--- src/rtl/regfile_access_ctrl.sv ---
// Synchronous initiator for the unclocked 32x32 register file: sequences
// setup/strobe/release on rf_write for writes and fills, and returns read pairs.
module regfile_access_ctrl #(
    parameter int DATA_W        = 32,
    parameter int ADDR_W        = 5,
    parameter int STROBE_CYCLES = 1,
    parameter int READ_SETTLE   = 1
) (
    input  logic              clk,
    input  logic              rst_n,
    input  logic              cmd_valid,
    output logic              cmd_ready,
    input  logic [1:0]        cmd_op,
    input  logic [ADDR_W-1:0] cmd_addr_a,
    input  logic [ADDR_W-1:0] cmd_addr_b,
    input  logic [DATA_W-1:0] cmd_data,
    input  logic [5:0]        cmd_count,
    output logic              op_done,
    output logic              rsp_valid,
    input  logic              rsp_ready,
    output logic [DATA_W-1:0] rsp_data1,
    output logic [DATA_W-1:0] rsp_data2,
    output logic              rf_write,
    output logic [ADDR_W-1:0] rf_register_no,
    output logic [DATA_W-1:0] rf_reg_data,
    output logic [ADDR_W-1:0] rf_read_reg1,
    output logic [ADDR_W-1:0] rf_read_reg2,
    input  logic [DATA_W-1:0] rf_read_data1,
    input  logic [DATA_W-1:0] rf_read_data2
);

    // Handshakes: a command transfers on an edge with cmd_valid && cmd_ready;
    // a response transfers on an edge with rsp_valid && rsp_ready. Neither
    // valid depends combinationally on its ready.

    localparam int CNT_MAX = (STROBE_CYCLES > READ_SETTLE) ? STROBE_CYCLES : READ_SETTLE;
    localparam int CNT_W   = (CNT_MAX > 1) ? $clog2(CNT_MAX) : 1;
    localparam logic [CNT_W-1:0] STROBE_LAST = CNT_W'(STROBE_CYCLES - 1);
    localparam logic [CNT_W-1:0] SETTLE_LAST = CNT_W'(READ_SETTLE - 1);
    localparam logic [5:0]       FILL_MAX    = 6'd32;

    typedef enum logic [2:0] {
        IDLE      = 3'd0,
        W_SETUP   = 3'd1,
        W_STROBE  = 3'd2,
        W_RELEASE = 3'd3,
        R_SETTLE  = 3'd4,
        R_RESP    = 3'd5,
        NOP_DONE  = 3'd6
    } state_t;

    state_t            state_q, state_d;
    logic [CNT_W-1:0]  cnt_q, cnt_d;
    logic [5:0]        remaining_q, remaining_d;
    logic              alive_q;
    logic [ADDR_W-1:0] waddr_q, waddr_d;
    logic [DATA_W-1:0] wdata_q, wdata_d;
    logic [ADDR_W-1:0] rsel1_q, rsel1_d;
    logic [ADDR_W-1:0] rsel2_q, rsel2_d;
    logic [DATA_W-1:0] rsp1_q, rsp1_d;
    logic [DATA_W-1:0] rsp2_q, rsp2_d;

    always_comb begin
        state_d     = state_q;
        cnt_d       = cnt_q;
        remaining_d = remaining_q;
        waddr_d     = waddr_q;
        wdata_d     = wdata_q;
        rsel1_d     = rsel1_q;
        rsel2_d     = rsel2_q;
        rsp1_d      = rsp1_q;
        rsp2_d      = rsp2_q;

        case (state_q)
            IDLE: begin
                if (cmd_valid && alive_q) begin
                    case (cmd_op)
                        2'b00: begin
                            state_d     = W_SETUP;
                            waddr_d     = cmd_addr_a;
                            wdata_d     = cmd_data;
                            remaining_d = 6'd1;
                        end
                        2'b01: begin
                            // A zero-length fill completes like a nop.
                            if (cmd_count == 6'd0) begin
                                state_d = NOP_DONE;
                            end else begin
                                state_d     = W_SETUP;
                                waddr_d     = cmd_addr_a;
                                wdata_d     = cmd_data;
                                remaining_d = (cmd_count > FILL_MAX) ? FILL_MAX : cmd_count;
                            end
                        end
                        2'b10: begin
                            state_d = R_SETTLE;
                            rsel1_d = cmd_addr_a;
                            rsel2_d = cmd_addr_b;
                            cnt_d   = '0;
                        end
                        default: state_d = NOP_DONE;
                    endcase
                end
            end
            W_SETUP: begin
                state_d = W_STROBE;
                cnt_d   = '0;
            end
            W_STROBE: begin
                if (cnt_q == STROBE_LAST) begin
                    state_d = W_RELEASE;
                end else begin
                    cnt_d = cnt_q + CNT_W'(1);
                end
            end
            W_RELEASE: begin
                // Address and data advance only after the strobe has fallen,
                // so the bus is held through the release cycle.
                if (remaining_q > 6'd1) begin
                    state_d     = W_SETUP;
                    remaining_d = remaining_q - 6'd1;
                    waddr_d     = waddr_q + ADDR_W'(1);
                    wdata_d     = wdata_q + DATA_W'(1);
                end else begin
                    state_d     = IDLE;
                    remaining_d = 6'd0;
                end
            end
            R_SETTLE: begin
                if (cnt_q == SETTLE_LAST) begin
                    state_d = R_RESP;
                    rsp1_d  = rf_read_data1;
                    rsp2_d  = rf_read_data2;
                end else begin
                    cnt_d = cnt_q + CNT_W'(1);
                end
            end
            R_RESP: begin
                if (rsp_ready) begin
                    state_d = IDLE;
                end
            end
            NOP_DONE: state_d = IDLE;
            default:  state_d = IDLE;
        endcase
    end

    always_ff @(posedge clk) begin
        if (!rst_n) begin
            state_q     <= IDLE;
            cnt_q       <= '0;
            remaining_q <= 6'd0;
            alive_q     <= 1'b0;
            waddr_q     <= '0;
            wdata_q     <= '0;
            rsel1_q     <= '0;
            rsel2_q     <= '0;
            rsp1_q      <= '0;
            rsp2_q      <= '0;
        end else begin
            state_q     <= state_d;
            cnt_q       <= cnt_d;
            remaining_q <= remaining_d;
            alive_q     <= 1'b1;
            waddr_q     <= waddr_d;
            wdata_q     <= wdata_d;
            rsel1_q     <= rsel1_d;
            rsel2_q     <= rsel2_d;
            rsp1_q      <= rsp1_d;
            rsp2_q      <= rsp2_d;
        end
    end

    // alive_q keeps cmd_ready low while reset is held.
    assign cmd_ready      = alive_q && (state_q == IDLE);
    assign rf_write       = (state_q == W_STROBE);
    assign op_done        = ((state_q == W_RELEASE) && (remaining_q <= 6'd1)) ||
                            (state_q == NOP_DONE);
    assign rsp_valid      = (state_q == R_RESP);
    assign rsp_data1      = rsp1_q;
    assign rsp_data2      = rsp2_q;
    assign rf_register_no = waddr_q;
    assign rf_reg_data    = wdata_q;
    assign rf_read_reg1   = rsel1_q;
    assign rf_read_reg2   = rsel2_q;

endmodule

--- config.mk ---
export PLATFORM = sky130hd
export DESIGN_NAME = regfile_access_ctrl
export DESIGN_NICKNAME = d
export VERILOG_FILES = /design/src/rtl/regfile_access_ctrl.sv
export SDC_FILE = /design/constraint.sdc
export NUM_CORES = 1
export LEC_CHECK = 0
export CORE_UTILIZATION = 39
export CTS_CLUSTER_DIAMETER = 200
export DETAILED_ROUTE_END_ITERATION = 10
export PLACE_DENSITY_LB_ADDON = 0.25
export SYNTH_ARGS = -nofsm -noshare
export SYNTH_HDL_FRONTEND = slang
export SYNTH_SLANG_ARGS = --single-unit
export TNS_END_PERCENT = 30
--- constraint.sdc ---
create_clock -name clk -period 1.8 [get_ports clk]
set_input_delay 0.36 -clock clk [delete_from_list [all_inputs] [get_ports clk]]
set_output_delay 0.36 -clock clk [all_outputs]
set_load 0.02 [all_outputs]
==> summary.txt <==
Global routing
  – First-pass GRT wire length: slightly above 30 mm
  – Largest net degree at the start of global routing: 67
  – GR Overflow Total: 0
  – Vias in the first global route: 6144
  – Initial antenna violation count: 0
  – GRT Total Usage: a little over a quarter

Timing
  – Final hold vios: 0
  – Maximum clock frequency: between 400 and 500 MHz
  – Max Slew Vio Count: 0
  – Min cycle time layout: 2.03 ns
  – Worst slew pin tran: between 0.5 and 0.6 ns
  – Worst slew margin: between 60% and 70%
  – Final hold slack: 0.451 ns
  – Final worst slack: -0.234 ns
  – RSZ-0062 raised after global routing: yes
  – Final setup fails: 44
  – Post-route clock skew: between 0.009 and 0.01 ns
  – Final period util: 113%

Worst setup path
  – WP data required: 2.10 ns
  – CP startpoint kind: flop
  – CP endpoint kind: flop
  – Critical Path Fanout Max: 8
  – WS Path Type: reg -> reg
  – Crit path largest cell delay: ~0.39 ns
  – Critical path buffers and inverters: 4
  – Crit path DAT: 2.33 ns
  – Cells along the critical path: or3_4, buf_6, o31ai_4, buf_6, o21ai_4, buf_12, buf_16, nor2_1, a311oi_2
  – CP delay by family, top: buffers and inverters
  – Slowest CP cell: or3_4
  – Most Frequent Cell on Critical Path: buf_6

Route
  – Via count: ~6600
  – DRC violations left: 0
  – Vias per cell: approximately 5.4
  – Initial DRC Count: 469
  – DRT antenna net count: 0
  – Pre-Repair DR Iteration Count: 5
  – Final WL: roughly 20 mm
  – Wire length per cell: 16.4 um

Clock tree
  – CTS root buffer: clkbuf_16
  – CTS buffer count: 17
  – CTS sink count: ~120
  – Clock-pin slew on the worst setup and hold paths: around 0.06 ns
  – TritonCTS clock tree: yes
  – H-tree levels: 4
  – Clock Path Buffers: 2
  – Clk_lat worst skew: ~0.42 ns
  – Hold_buf cts: 0

Floorplan
  – Num rows: 43
  – I/O pins: roughly 230
  – Starting density of the core: about two fifths
  – Die Y: between 100 and 150 um
  – Die width: 122 um
  – Die area: around 15000 um^2
  – Core ar.: around 14000 um^2

Place
  – Placed cell count: 1177
  – Hpwl dp: approximately 13 mm
  – Port bufs: ~230
  – GP Congestion: ~0.83
  – DP Worst Slack: -0.450 ns

Finish
  – Most frequent cells in the layout: 194 x clkdlybuf4s50_1, 170 x nand2_1, 111 x dfxtp_1, 94 x buf_4, 93 x a21oi_1
  – Final design utilization: a little under three quarters
  – Share of cells above drive strength 1: a little under a quarter
  – # nets final: roughly 1200
  – Area delta synth->final: 78.1%
  – N_diodes: 0
  – Leading cell type in the layout, fill and taps excluded: clkdlybuf4s50_1
  – Layout Cells excl Fill: roughly 1200

Logic synthesis
  – Syn Nets: between 800 and 900
  – Mapped Area: about 5600 um^2
  – Sequential fraction of the synthesis area: 43.2%
  – Number of synthesized flops with an enable pin: 0
  – Most used DFF post-synth: dfxtp_1
  – Async S/R FF share, synth: 0%
  – YS warnings: 0
  – Synth Instances: roughly 720
  – Mapped Avg Cell Area: slightly below 8 um^2
  – Synth cell types: 66
  – Synthesized flop and latch total: between 100 and 150

Min path
  – HP Class: reg -> reg

Power and ir drop
  – Peak VDD IR: 0.622 mV
  – Pwr/cell area: ~800 nW/um^2
  – Leak Pwr: between 3 and 4 nW
  – Total power: ~8 mW

Outcome
  – Status: complete, but fails checks
  – Failing checks: negative setup slack

Job
  – Max_cap viols: 0
-- final timing paths --
kind	from	cells past startpoint	end	slack, ns
worst max-delay path	remaining_q[3]	9	rf_register_no[1]	-0.23
worst min-delay path	rsp_data2[18]	2	rsp_data2[18]	0.45
worst max register to register	remaining_q[3]	9	rf_register_no[1]	-0.23
worst min register to register	rsp_data2[18]	2	rsp_data2[18]	0.45
-- routing by layer --
| metal | routed length, um | vias to the layer above | track usage (%) |
|---|---|---|---|
| li1 | - | 3190 | - |
| met1 | 8480 | 3102 | 32.5 |
| met2 | 9630 | 299 | 42.6 |
| met3 | 1450 | 52 | 6.23 |
| met4 | 608 | 0 | 11.7 |
| met5 | 0 | - | 0 |
-- power breakdown --
group | switching, mW | internal [mW] | total [mW]
logic | 0.730 | 0.798 | 1.53
clock network | 1.29 | 2.26 | 3.55
registers | 0.0874 | 2.80 | 2.89
-- what timing repair did --
item                                    in CTS  in global routing
gates resized for setup                     97                 58
buffers inserted                            13                  6
gates cloned                                 4                  0
endpoints found under the setup margin      76                 58
pin swaps                                   15                 25
-- layout make-up --
type | count | area, um^2
clock buffer | 18 | 450
clock inverter | 13 | 169
tap | 180 | 225
fill | 1052 | 3950
timing repair buffer | 354 | 3450
sequential | 121 | 2440
multi-input combinational | 537 | 3210
inverter | 8 | 30.0
-- through the flow --
step | TNS [ns] | cell area [um^2]
3_5_place_dp | -16.51 | 8830
3_3_place_gp | -15.31 | 8830
2_1_floorplan | -0.334 | 5640
5_1_grt | -8.21 | 9990
4_1_cts | -2.42 | 9740
6_report | -5.60 | 9990
-- flip-flops by register name, indices dropped and copies added, names as in the netlist --
signal and count:
alive_q 1, rf_register_no 5, state_q 3, rsp_data1 32, remaining_q 6, rf_reg_data 32, rf_read_reg2 5, rsp_data2 32
rf_read_reg1 5
-- kinds of logic (layout without fill, tap and decap cells) --
family / Yosys count / after routing / synth area share (%)
buffers and inverters: 61 / 393 / 4.82
DFF: 121 / 121 / 43.2
AOI/OAI and AO/OA: 204 / 205 / 21.9
adders and majority gates: 4 / 4 / 0.892
muxes: 11 / 11 / 1.96
xor gates and xnor gates: 1 / 1 / 0.156
and+or+nand+nor: 316 / 316 / 27.1
-- tightest hold or removal path, stage by stage, from the launching register on --
cell and delay, ns:
dfxtp_1 0.30, nand2_1 0.05, a21oi_1 0.05
-- synth_stat cells (4+ instances only) --
master | count | share of area (%)
nor3_1 | 16 | 1.4
buf_1 | 4 | 0.27
nand3_1 | 20 | 1.8
and3_1 | 7 | 0.78
a211oi_1 | 6 | 0.80
a21oi_1 | 105 | 9.4
o21ai_0 | 30 | 2.7
and2_1 | 5 | 0.56
nand2b_1 | 6 | 0.67
o31a_1 | 4 | 0.62
ha_1 | 4 | 0.89
buf_2 | 8 | 0.71
a31oi_1 | 7 | 0.78
inv_1 | 8 | 0.54
nor4b_1 | 4 | 0.62
nor2_1 | 37 | 2.5
a311oi_1 | 6 | 0.94
o21a_1 | 4 | 0.54
o22ai_1 | 7 | 0.78
nand4_1 | 11 | 1.2
nand2_1 | 176 | 12
clkbuf_1 | 35 | 2.3
dfxtp_1 | 121 | 43
or4_1 | 5 | 0.67
mux2i_1 | 11 | 2.0
o211ai_1 | 5 | 0.67
nor4_1 | 4 | 0.45
Power figures use the tool's default switching activity.
